## config.mk

```make
export PLATFORM = sky130hd
export DESIGN_NAME = nonce_sched
export DESIGN_NICKNAME = d
export VERILOG_FILES = /design/src/rtl/nonce_sched.sv
export SDC_FILE = /design/constraint.sdc
export NUM_CORES = 1
export LEC_CHECK = 0
export CORE_MARGIN = 3
export CORE_UTILIZATION = 55
export CTS_CLUSTER_SIZE = 25
export DETAILED_ROUTE_END_ITERATION = 7
export DONT_BUFFER_PORTS = 1
export HOLD_SLACK_MARGIN = 0.02
export PLACE_DENSITY = 0.78
export REMOVE_ABC_BUFFERS = 1
export SYNTH_ARGS = -nofsm -noshare
export SYNTH_HDL_FRONTEND = slang
export SYNTH_SLANG_ARGS = --single-unit
```

## constraint.sdc

```tcl
create_clock -name clk -period 3.8 [get_ports clk]
set_clock_uncertainty 0.2 [all_clocks]
set_input_delay 0 -clock clk [delete_from_list [all_inputs] [get_ports clk]]
set_output_delay 0 -clock clk [all_outputs]
set_load 0.05 [all_outputs]
```

## src/rtl/nonce_sched.sv

```systemverilog
// nonce_sched: walks one work unit's nonce range through the blake2b core.
// It issues one nonce per hash and samples the compare result when the
// core reports completion. Each winning nonce is held for the host until
// it is consumed. A per-hash watchdog ends the work unit if the core
// stalls.
// All outputs come straight from flops. Their next values are decoded from
// the next state, so they line up with the state register cycle for cycle.

module nonce_sched #(
   parameter int unsigned       NONCE_W = 64,
   parameter int unsigned       TMO_W   = 16,
   parameter logic [TMO_W-1:0]  TMO_MAX = 16'hFFFF
) (
   input  logic               clk,
   input  logic               rst,
   input  logic               work_valid,
   output logic               work_ready,
   input  logic [NONCE_W-1:0] nonce_lo,
   input  logic [NONCE_W-1:0] nonce_hi,
   input  logic               abort,
   output logic               core_start,
   output logic [NONCE_W-1:0] core_nonce,
   input  logic               core_done,
   input  logic               found,
   output logic               res_valid,
   input  logic               res_ready,
   output logic [NONCE_W-1:0] res_nonce,
   output logic               busy,
   output logic               exhausted,
   output logic               timeout
);

   typedef enum logic [1:0] {
      ST_IDLE   = 2'd0,
      ST_ISSUE  = 2'd1,
      ST_WAIT   = 2'd2,
      ST_REPORT = 2'd3
   } state_t;

   // A core_done seen while the watchdog holds this value is still
   // accepted. Without core_done, the hash times out at the end of that
   // cycle. This gives the core TMO_MAX cycles after its start pulse.
   localparam logic [TMO_W-1:0]   WD_LAST  = TMO_MAX - {{(TMO_W-1){1'b0}}, 1'b1};
   localparam logic [TMO_W-1:0]   WD_ONE   = {{(TMO_W-1){1'b0}}, 1'b1};
   localparam logic [TMO_W-1:0]   WD_ZERO  = {TMO_W{1'b0}};
   localparam logic [NONCE_W-1:0] N_ONE    = {{(NONCE_W-1){1'b0}}, 1'b1};
   localparam logic [NONCE_W-1:0] N_ZERO   = {NONCE_W{1'b0}};

   state_t               state_q, state_d;
   logic [NONCE_W-1:0]   cur_q, cur_d;
   logic [NONCE_W-1:0]   hi_q, hi_d;
   logic [TMO_W-1:0]     wd_q, wd_d;

   logic                 work_ready_q, work_ready_d;
   logic                 busy_q, busy_d;
   logic                 core_start_q, core_start_d;
   logic [NONCE_W-1:0]   core_nonce_q, core_nonce_d;
   logic                 res_valid_q, res_valid_d;
   logic [NONCE_W-1:0]   res_nonce_q, res_nonce_d;
   logic                 exhausted_q, exhausted_d;
   logic                 timeout_q, timeout_d;

   logic                 last_s;
   logic                 work_hs_s;
   logic                 res_hs_s;

   assign last_s    = (cur_q == hi_q);
   assign work_hs_s = work_valid && work_ready_q;
   assign res_hs_s  = res_valid_q && res_ready;

   // Next-state, range walker, watchdog and sticky status logic.
   always_comb begin
      state_d     = state_q;
      cur_d       = cur_q;
      hi_d        = hi_q;
      wd_d        = wd_q;
      res_valid_d = res_valid_q;
      res_nonce_d = res_nonce_q;
      exhausted_d = exhausted_q;
      timeout_d   = timeout_q;

      case (state_q)
         ST_IDLE: begin
            if (work_hs_s) begin
               // A reversed range collapses to the single nonce nonce_lo.
               if (nonce_lo > nonce_hi) begin
                  hi_d = nonce_lo;
               end else begin
                  hi_d = nonce_hi;
               end
               cur_d       = nonce_lo;
               exhausted_d = 1'b0;
               timeout_d   = 1'b0;
               state_d     = ST_ISSUE;
            end else begin
               state_d = ST_IDLE;
            end
         end

         ST_ISSUE: begin
            if (abort) begin
               res_valid_d = 1'b0;
               state_d     = ST_IDLE;
            end else begin
               wd_d    = WD_ZERO;
               state_d = ST_WAIT;
            end
         end

         ST_WAIT: begin
            if (abort) begin
               // abort overrides a simultaneous completion
               res_valid_d = 1'b0;
               state_d     = ST_IDLE;
            end else if (core_done) begin
               if (found) begin
                  res_nonce_d = cur_q;
                  res_valid_d = 1'b1;
                  state_d     = ST_REPORT;
               end else if (last_s) begin
                  exhausted_d = 1'b1;
                  state_d     = ST_IDLE;
               end else begin
                  cur_d   = cur_q + N_ONE;
                  state_d = ST_ISSUE;
               end
            end else if (wd_q == WD_LAST) begin
               timeout_d = 1'b1;
               state_d   = ST_IDLE;
            end else begin
               wd_d = wd_q + WD_ONE;
            end
         end

         ST_REPORT: begin
            if (abort) begin
               res_valid_d = 1'b0;
               state_d     = ST_IDLE;
            end else if (res_hs_s) begin
               res_valid_d = 1'b0;
               if (last_s) begin
                  exhausted_d = 1'b1;
                  state_d     = ST_IDLE;
               end else begin
                  // cur only advances below hi, so an all-ones hi never wraps
                  cur_d   = cur_q + N_ONE;
                  state_d = ST_ISSUE;
               end
            end else begin
               state_d = ST_REPORT;
            end
         end

         default: begin
            res_valid_d = 1'b0;
            state_d     = ST_IDLE;
         end
      endcase
   end

   // Output decode from the next state so the output flops track the state flop.
   always_comb begin
      work_ready_d = 1'b0;
      busy_d       = 1'b0;
      core_start_d = 1'b0;
      core_nonce_d = core_nonce_q;
      if (state_d == ST_IDLE) begin
         work_ready_d = 1'b1;
         busy_d       = 1'b0;
      end else begin
         work_ready_d = 1'b0;
         busy_d       = 1'b1;
      end
      if (state_d == ST_ISSUE) begin
         core_start_d = 1'b1;
         core_nonce_d = cur_d;
      end else begin
         core_start_d = 1'b0;
      end
   end

   // FSM state register.
   always_ff @(posedge clk or negedge rst) begin
      if (!rst) begin
         state_q <= ST_IDLE;
      end else begin
         state_q <= state_d;
      end
   end

   // Range walker and watchdog registers.
   always_ff @(posedge clk or negedge rst) begin
      if (!rst) begin
         cur_q <= N_ZERO;
         hi_q  <= N_ZERO;
         wd_q  <= WD_ZERO;
      end else begin
         cur_q <= cur_d;
         hi_q  <= hi_d;
         wd_q  <= wd_d;
      end
   end

   // Registered host- and core-facing outputs.
   always_ff @(posedge clk or negedge rst) begin
      if (!rst) begin
         work_ready_q <= 1'b1;
         busy_q       <= 1'b0;
         core_start_q <= 1'b0;
         core_nonce_q <= N_ZERO;
         res_valid_q  <= 1'b0;
         res_nonce_q  <= N_ZERO;
         exhausted_q  <= 1'b0;
         timeout_q    <= 1'b0;
      end else begin
         work_ready_q <= work_ready_d;
         busy_q       <= busy_d;
         core_start_q <= core_start_d;
         core_nonce_q <= core_nonce_d;
         res_valid_q  <= res_valid_d;
         res_nonce_q  <= res_nonce_d;
         exhausted_q  <= exhausted_d;
         timeout_q    <= timeout_d;
      end
   end

   assign work_ready = work_ready_q;
   assign busy       = busy_q;
   assign core_start = core_start_q;
   assign core_nonce = core_nonce_q;
   assign res_valid  = res_valid_q;
   assign res_nonce  = res_nonce_q;
   assign exhausted  = exhausted_q;
   assign timeout    = timeout_q;

endmodule

```

# Word level (Yosys, flattened, before mapping)
# Index checks and enable logic that the tools add are counted.
[classes]
addsub = 2
order_cmp = 1
eq_ne = 20
mux = 46
n_bitwise = 1
n_reduce_logical = 14
[ops]
columns = ["operator", "n"]
rows = [
  ["$mux 64", 8],
  ["$pmux 64 s3", 1],
  ["$add 64x1->64 const B", 1],
  ["$eq 64x64->1", 1],
  ["$gt 64x64->1", 1],
  ["$mux 16", 4],
  ["$pmux 16 s2", 1],
  ["$ne 2x2->1 const B", 11],
  ["$mux 1", 21],
  ["$add 16x1->16 const B", 1],
  ["$eq 16x16->1 const B", 1],
  ["$reduce_and 5->1", 3],
  ["$mux 2", 7],
  ["$ne 3x3->1 const B", 3],
  ["$pmux 2 s4", 1],
  ["$reduce_and 7->1", 1],
  ["$pmux 1 s3", 2],
  ["$reduce_bool 3->1", 2],
  ["$eq 2x1->1 const B", 2],
  ["$eq 2x2->1 const B", 2],
  ["$logic_not 2->1", 2],
  ["$reduce_and 4->1", 1],
  ["$reduce_bool 2->1", 2],
  ["$logic_and 1x1->1", 2],
  ["other kinds (3)", 3],
]
[word_totals]
reg_bits = 280
inputBits = 135
output_inout_bits = 134
elab_cells = 96

# Depth between registers and ports, before layout
# Gate-level depths: netlist (run 1).
[logic_depth]
depth_word = 8
ltp_mapped = 11
mapped_depth_nobuf = 9

# Worst setup path after synthesis (run 1)
# No wires, ideal clock.
[synth_timing]
path_kind = "flip-flop to flip-flop"
start = "reg cur_q[0]"
end = "reg core_nonce_q[62], in the netlist core_nonce[62]"
setup_time_ns = 0.141
arrival_ns = 2.656
required_time_ns = 3.459
setup_slack_ns = 0.804
stages_incl_launch_ff = 11
n_path_buf = 2
synth_period_minus_slack_ns = 2.996
cell_sequence = "dfrtp_1 -> ha_1 -> nand2_1 -> or3_1 -> buf_6 -> or4_4 -> or2_1 -> buf_6 -> or3_1 -> mux2i_1 -> a31oi_1"
[synth_via]
elab_chain_cells = 7
word_cells_on_any_way = 17
classes_between = "add/sub (1); eq/ne (2); mux (14)"
[synth_lines]
columns = ["item", "line", "source"]
rows = [
  ["from (decl)", "50", "logic [NONCE_W-1:0] cur_q, cur_d;"],
  ["from (signal assigned)", "198", "cur_q <= cur_d;"],
  ["branches (longest 7 deep; another with $add 64x1->64)", "--", ""],
  ["to (signal assigned)", "219", "core_nonce_q <= core_nonce_d;"],
  ["to (decl)", "57", "logic [NONCE_W-1:0] core_nonce_q, core_nonce_d;"],
]
# Several ways; the timed one is not identified.
# A chain may end at the register's enable or synchronous reset.

# Worst setup path after layout (run 1)
[layout_timing]
start = "in nonce_hi[22]"
end = "reg hi_q[63]"
[layout_via]
elab_chain_cells = 2
[layout_lines]
columns = ["item", "line", "source"]
rows = [
  ["from (decl)", "19", "input logic [NONCE_W-1:0] nonce_hi,"],
  ["$gt 64x64->1", "86", "if (nonce_lo > nonce_hi) begin"],
  ["$mux 64", "86", ""],
  ["to (signal assigned)", "199", "hi_q <= hi_d;"],
  ["to (decl)", "51", "logic [NONCE_W-1:0] hi_q, hi_d;"],
]
# No other way between the ends.

==> results.sh, run 1 <==
export IMPL_worst_pin_slew_ps=1070
export IMPL_ys_seq_elements=280
export IMPL_cts_buffers=31
export IMPL_core_area_sq_um=29800
export IMPL_power_density_nw_per_um2=821
export IMPL_grt_max_degree=281
export IMPL_yosysSeqAreaShare_pct=41.9
export IMPL_layout_nets=2259
export IMPL_clkTransAtPathRegs_ps=60
export IMPL_start_util_pct=56.2
export IMPL_avgSynthCellArea_sq_um=9.09
export IMPL_clock_latency_ps=580
export IMPL_cts_tree="built"
export IMPL_maxCapViolCount=0
export IMPL_start_kind="input pin"
export IMPL_drv_slew=0
export IMPL_synthesis_area_sq_um=16700
export IMPL_synthDistinctLibCells=73
export IMPL_cts_sinks=280
export IMPL_grt_pass1_wl_mm=98.7
export IMPL_cts_hold_fix_buffers=269
export IMPL_cp_required_ps=4100
export IMPL_fmax_mhz=261
export IMPL_drcViolationCount=0
export IMPL_antenna_cells=0
export IMPL_reg2reg_from="cur_q[2]"
export IMPL_synth_cells=1841
export IMPL_hold_class="input pin to asynchronous set/reset pin"
export IMPL_wl_mm=66.0
export IMPL_io_buffers=0
export IMPL_die_w_um=180
export IMPL_vdd_drop_max_mv=0.539
export IMPL_drt_iter0_drc=2561
export IMPL_synth_most_common_cell="dfrtp_1"
export IMPL_n_fill_cell=2085
export IMPL_violations="negative hold slack, negative setup slack"
export IMPL_synth_edf_count=0
export IMPL_ys_flop_type="dfrtp_1"
export IMPL_reg2reg_to="cur_q[63]"
export IMPL_drt_first_pass_iters=6
export IMPL_relSlewSlack_pct=28.2
export IMPL_grt_antenna_before_repair=0
export IMPL_hpwl_mm=41.0
export IMPL_cp_arrival_ps=4120
export IMPL_power_mw=17.2
export IMPL_dp_slack_ps=464
export IMPL_synth_area_leaders="dfrtp_1, mux2_2, ha_1, nand3_1, o211ai_1"
export IMPL_cts_root_buf="clkbuf_16"
export IMPL_cp_max_fo=12
export IMPL_synth_common_cells="dfrtp_1, nand2_1, nand3_1"
export IMPL_finalSetupViolations=6
export IMPL_design_die_area_sq_um=32600
export IMPL_regArea_sq_um=7010
export IMPL_finalCritPeriodShare_pct=101
export IMPL_syn_to_final_growth_pct=25.2
export IMPL_viasPerCell=6.89
export IMPL_detail_route_antenna_nets=0
export IMPL_reg2reg_slack_ps=140
export IMPL_grt_pass1_vias=16700
export IMPL_layout_drive_gt1_share_pct=11.7
export IMPL_gp_congestion=0.925
export IMPL_yosys_warnings=0
export IMPL_io_pins=269
export IMPL_rows=63
export IMPL_htree_levels=1
export IMPL_period_minus_slack_ps=3830
export IMPL_yosysTopAreaCell="dfrtp_1"
export IMPL_die_h_um=180
export IMPL_final_core_util_pct=70.3
export IMPL_vias=17000
export IMPL_multi_input_area_sq_um=8760
export IMPL_holdWs_ps=-1070
export IMPL_setup_ws_ps=-29.1
export IMPL_yosysTopAreaCellShare_pct=41.7
export IMPL_clock_path_buffers=3
export IMPL_leakage_nw=8.89
export IMPL_endpoint_kind="flop"
export IMPL_status="complete, but fails checks"
export IMPL_reg2reg_depth=9
export IMPL_worst_setup_path_type="input pin to flop"
export IMPL_wl_per_cell_um=26.7
export IMPL_grt_usage_pct=38.1
export IMPL_async_flop_share_pct=100
export IMPL_hold_viol=280
export IMPL_grt_overflow=0
==> placed cells by master (no fill, tap or decap), types with 9 or more instances in the layout <==
cell             n
buf_4           51
mux2_2          92
o31ai_1         16
nand2_1        178
nand4_1         54
xnor2_1         67
nor4_1          15
inv_1           98
clkbuf_1         9
a22oi_1         11
dfrtp_1        278
nor2_1         113
o311ai_0        25
a21o_1          30
and3_1          17
a31oi_1         82
o211ai_1        93
clkbuf_16       32
nor3_1          19
dlygate4sd3_1  269
nand3_1        144
and2_1          19
a21oi_1         80
or3_1           19
ha_1            67
o21ai_0         45
==> state kept, by name, indices dropped and copies added, names as in the netlist <==
signal	flops
busy	1
hi_q	64
wd_q	16
res_valid	1
res_nonce	64
work_ready	1
state_q	2
core_start	1
core_nonce	64
timeout	1
exhausted	1
cur_q	64
==> cell type report <==
type / instances / area share [%]
Clock inverter: 11 / 0.776
Timing Repair Buffer: 332 / 15.7
Inverter: 99 / 1.77
Sequential cell: 280 / 33.4
Clock buffer: 45 / 4.19
Multi-Input combinational cell: 1313 / 41.8
Tap cell: 390 / 2.33
==> kinds of logic after synthesis <==
logic type,after synthesis,synth area share [%]
DFF,280,41.9
AOI/OAI and AO/OA,446,18.1
buffers and inverters,248,6.22
xor gates and xnor gates,71,3.72
muxes,96,6.43
and+or+nand+nor,633,18.6
adders and majority gates,67,5.01
==> timing repair <==
item,in CTS,in global routing
resized for setup,0,9
setup buffers,0,8
setup endpoints to repair,0,45
hold endpoints to repair,560,280
==> worst max-delay path, stage by stage <==
cell	delay, ps
dlygate4sd3_1	540
inv_1	150
ha_1	270
nand4_1	170
nor2_1	100
a221oi_2	300
o221ai_2	190
o211ai_1	510
buf_4	230
buf_6	210
nand3_1	100
dlygate4sd3_1	600
a31oi_1	190
dlygate4sd3_1	570
==> power by group <==
group          internal [mW]  total, mW  switching (mW)  leakage [nW]
clock network           1.87       3.15            1.29         0.513
logic                   2.80       5.87            3.07          4.94
registers               4.25       8.19            3.95          3.44
total                   8.91       17.2            8.30          8.89
==> routing by layer <==
layer / routed length, um / track usage (%) / vias up
li1: - / - / 7160
met1: 23200 / 49.0 / 8140
met2: 29700 / 60.8 / 1387
met3: 9100 / 10.4 / 324
met4: 4010 / 16.2 / 0
met5: 0 / 0 / -
==> worst max-delay path by stage <==
stage / from / end / slack, ps / cells after the start
2_1_floorplan: state_q[1] / core_nonce[28] / -7430 / 4
6_report: nonce_hi[22] / hi_q[63] / -30 / 14
5_1_grt: nonce_hi[22] / hi_q[40] / -130 / 14
4_1_cts: nonce_hi[63] / hi_q[25] / 50 / 12
3_5_place_dp: cur_q[0] / core_nonce[54] / 460 / 8
3_3_place_gp: nonce_hi[63] / hi_q[59] / 460 / 10
==> per-stage QoR <==
step | cell area, sq um | cells | hold slack, ps | setup TNS, ps
after floorplan | 16100 | 1692 | -496 | -1515730
after global placement | 17100 | 2134 | -490 | 0
after detailed placement | 17100 | 2134 | -488 | 0
after CTS | 20800 | 2459 | -1080 | 0
after global routing | 21000 | 2470 | -1080 | -2850
final | 21000 | 2470 | -1070 | -98.9
Note: power is estimated with default switching activity, not from simulation.
==> run 2: changes to the inputs <==
--- a/config.mk
+++ b/config.mk
@@ -12,7 +12,6 @@
 export DONT_BUFFER_PORTS = 1
 export HOLD_SLACK_MARGIN = 0.02
 export PLACE_DENSITY = 0.78
-export REMOVE_ABC_BUFFERS = 1
 export SYNTH_ARGS = -nofsm -noshare
 export SYNTH_HDL_FRONTEND = slang
 export SYNTH_SLANG_ARGS = --single-unit
==> results.sh, run 2 (same netlist as run 1, synthesis figures left out) <==
export IMPL_worst_setup_path_type="input pin to flop"
export IMPL_cts_tree="built"
export IMPL_cp_max_fo=12
export IMPL_wl_mm=68.4
export IMPL_htree_levels=1
export IMPL_cts_sinks=280
export IMPL_fmax_mhz=265
export IMPL_relSlewSlack_pct=34.5
export IMPL_vdd_drop_max_mv=0.455
export IMPL_die_h_um=180
export IMPL_finalCritPeriodShare_pct=99.2
export IMPL_die_w_um=180
export IMPL_reg2reg_depth=9
export IMPL_start_kind="input pin"
export IMPL_status="complete, but fails checks"
export IMPL_viasPerCell=7.08
export IMPL_clock_latency_ps=590
export IMPL_cts_root_buf="clkbuf_16"
export IMPL_hpwl_mm=44.4
export IMPL_io_buffers=0
export IMPL_reg2reg_slack_ps=100
export IMPL_grt_max_degree=281
export IMPL_stdcell_area_sq_um=20700
export IMPL_final_cell_mix="dfrtp_1, dlygate4sd3_1, nand2_1"
export IMPL_holdWs_ps=-1090
export IMPL_dpl_instance_area_sq_um=17100
export IMPL_grt_antenna_before_repair=3
export IMPL_maxCapViolCount=0
export IMPL_cts_hold_fix_buffers=251
export IMPL_wl_per_cell_um=28.0
export IMPL_detail_route_antenna_nets=0
export IMPL_hold_viol=280
export IMPL_syn_num_nets=2043
export IMPL_n_fill_cell=2123
export IMPL_drt_first_pass_iters=8
export IMPL_leakage_nw=8.81
export IMPL_start_util_pct=56.2
export IMPL_layout_drive_gt1_share_pct=12.0
export IMPL_cp_required_ps=4100
export IMPL_syn_to_final_growth_pct=23.7
export IMPL_violations="design-rule violations, negative hold slack"
export IMPL_hold_class="input pin to asynchronous set/reset pin"
export IMPL_drcViolationCount=4
export IMPL_rows=63
export IMPL_power_density_nw_per_um2=832
export IMPL_power_mw=17.2
export IMPL_worst_pin_slew_ps=971
export IMPL_critPathLaunch="nonce_hi[56]"
export IMPL_vias=17300
export IMPL_design_die_area_sq_um=32600
export IMPL_clkTransAtPathRegs_ps=70
export IMPL_grt_usage_pct=40.5
export IMPL_layout_nets=2233
export IMPL_endpoint_kind="flop"
export IMPL_period_minus_slack_ps=3770
export IMPL_reg2reg_from="hi_q[47]"
export IMPL_reg2reg_to="busy"
export IMPL_io_pins=269
export IMPL_grt_pass1_vias=16600
export IMPL_cp_arrival_ps=4070
export IMPL_grt_pass1_wl_mm=104
export IMPL_cts_buffers=30
export IMPL_grt_overflow=0
export IMPL_drt_iter0_drc=2975
export IMPL_final_common_cell="dfrtp_1"
export IMPL_clock_path_buffers=3
export IMPL_finalSetupViolations=0
export IMPL_gp_congestion=1.02
export IMPL_drv_slew=0
export IMPL_core_area_sq_um=29800
==> run 2: stage by stage <==
stage                     hold slack (ps)  setup TNS (ps)  instances  utilization (%)  setup slack [ps]
after floorplan                      -496               0       1841                -               804
after CTS                           -1070               0       2441             69.2              87.7
final                               -1090               0       2447             69.5              31.2
after detailed placement             -481               0       2135             57.2               346
after global placement               -479               0       2135             57.2               378
after global routing                -1090            -414       2444             69.5             -91.1
==> run 2: critical path, cell delays in order <==
cell           delay, ps
dlygate4sd3_1        520
inv_1                 60
ha_1                 280
nand2_1               80
nor4_2               270
buf_4                170
nand4_1               90
buf_4                180
nand4b_1             290
o211ai_1             230
buf_4                190
buf_6                180
nand3_1              100
dlygate4sd3_1        580
a31oi_1              230
dlygate4sd3_1        610
==> run 2: timing repair <==
| item | CTS | global route |
|---|---|---|
| hold endpoints to repair | 559 | 280 |
| setup endpoints to repair | 0 | 44 |
| buffers inserted | 0 | 4 |
| gates resized for setup | 0 | 13 |
==> run 2: final cells by class <==
cell class | instances | area (sq um) | share of cell area (%)
Multi-Input combinational cell | 1313 | 8780 | 42.4
Sequential cell | 280 | 7010 | 33.9
Timing Repair Buffer | 307 | 3010 | 14.5
Clock buffer | 42 | 887 | 4.28
Tap cell | 390 | 488 | 2.36
Inverter | 99 | 372 | 1.79
Clock inverter | 13 | 154 | 0.743
Antenna cell | 3 | 7.51 | 0.0363
==> run 2: worst max-delay path by stage <==
stage                      to  slack [ps]  cells past startpoint
4_1_cts              hi_q[60]          90                     13
2_1_floorplan  core_nonce[62]         800                     10
5_1_grt              hi_q[25]         -90                     16
3_3_place_gp   core_nonce[41]         380                      6
6_report             hi_q[11]          30                     16
3_5_place_dp   core_nonce[41]         350                      6
==> run 2: power breakdown <==
part	switching (mW)	leakage (nW)	total (mW)	internal [mW]
logic	3.06	4.86	5.77	2.71
clock network	1.32	0.504	3.14	1.83
registers	4.07	3.44	8.31	4.24
==> run 2: per-layer routing <==
layer	up-vias	track usage (%)	part of all wire (%)
li1	7119	-	-
met1	8189	55.7	37
met2	1679	59.7	42
met3	324	13.8	16
met4	4	15.0	5.3
met5	-	0	0.048
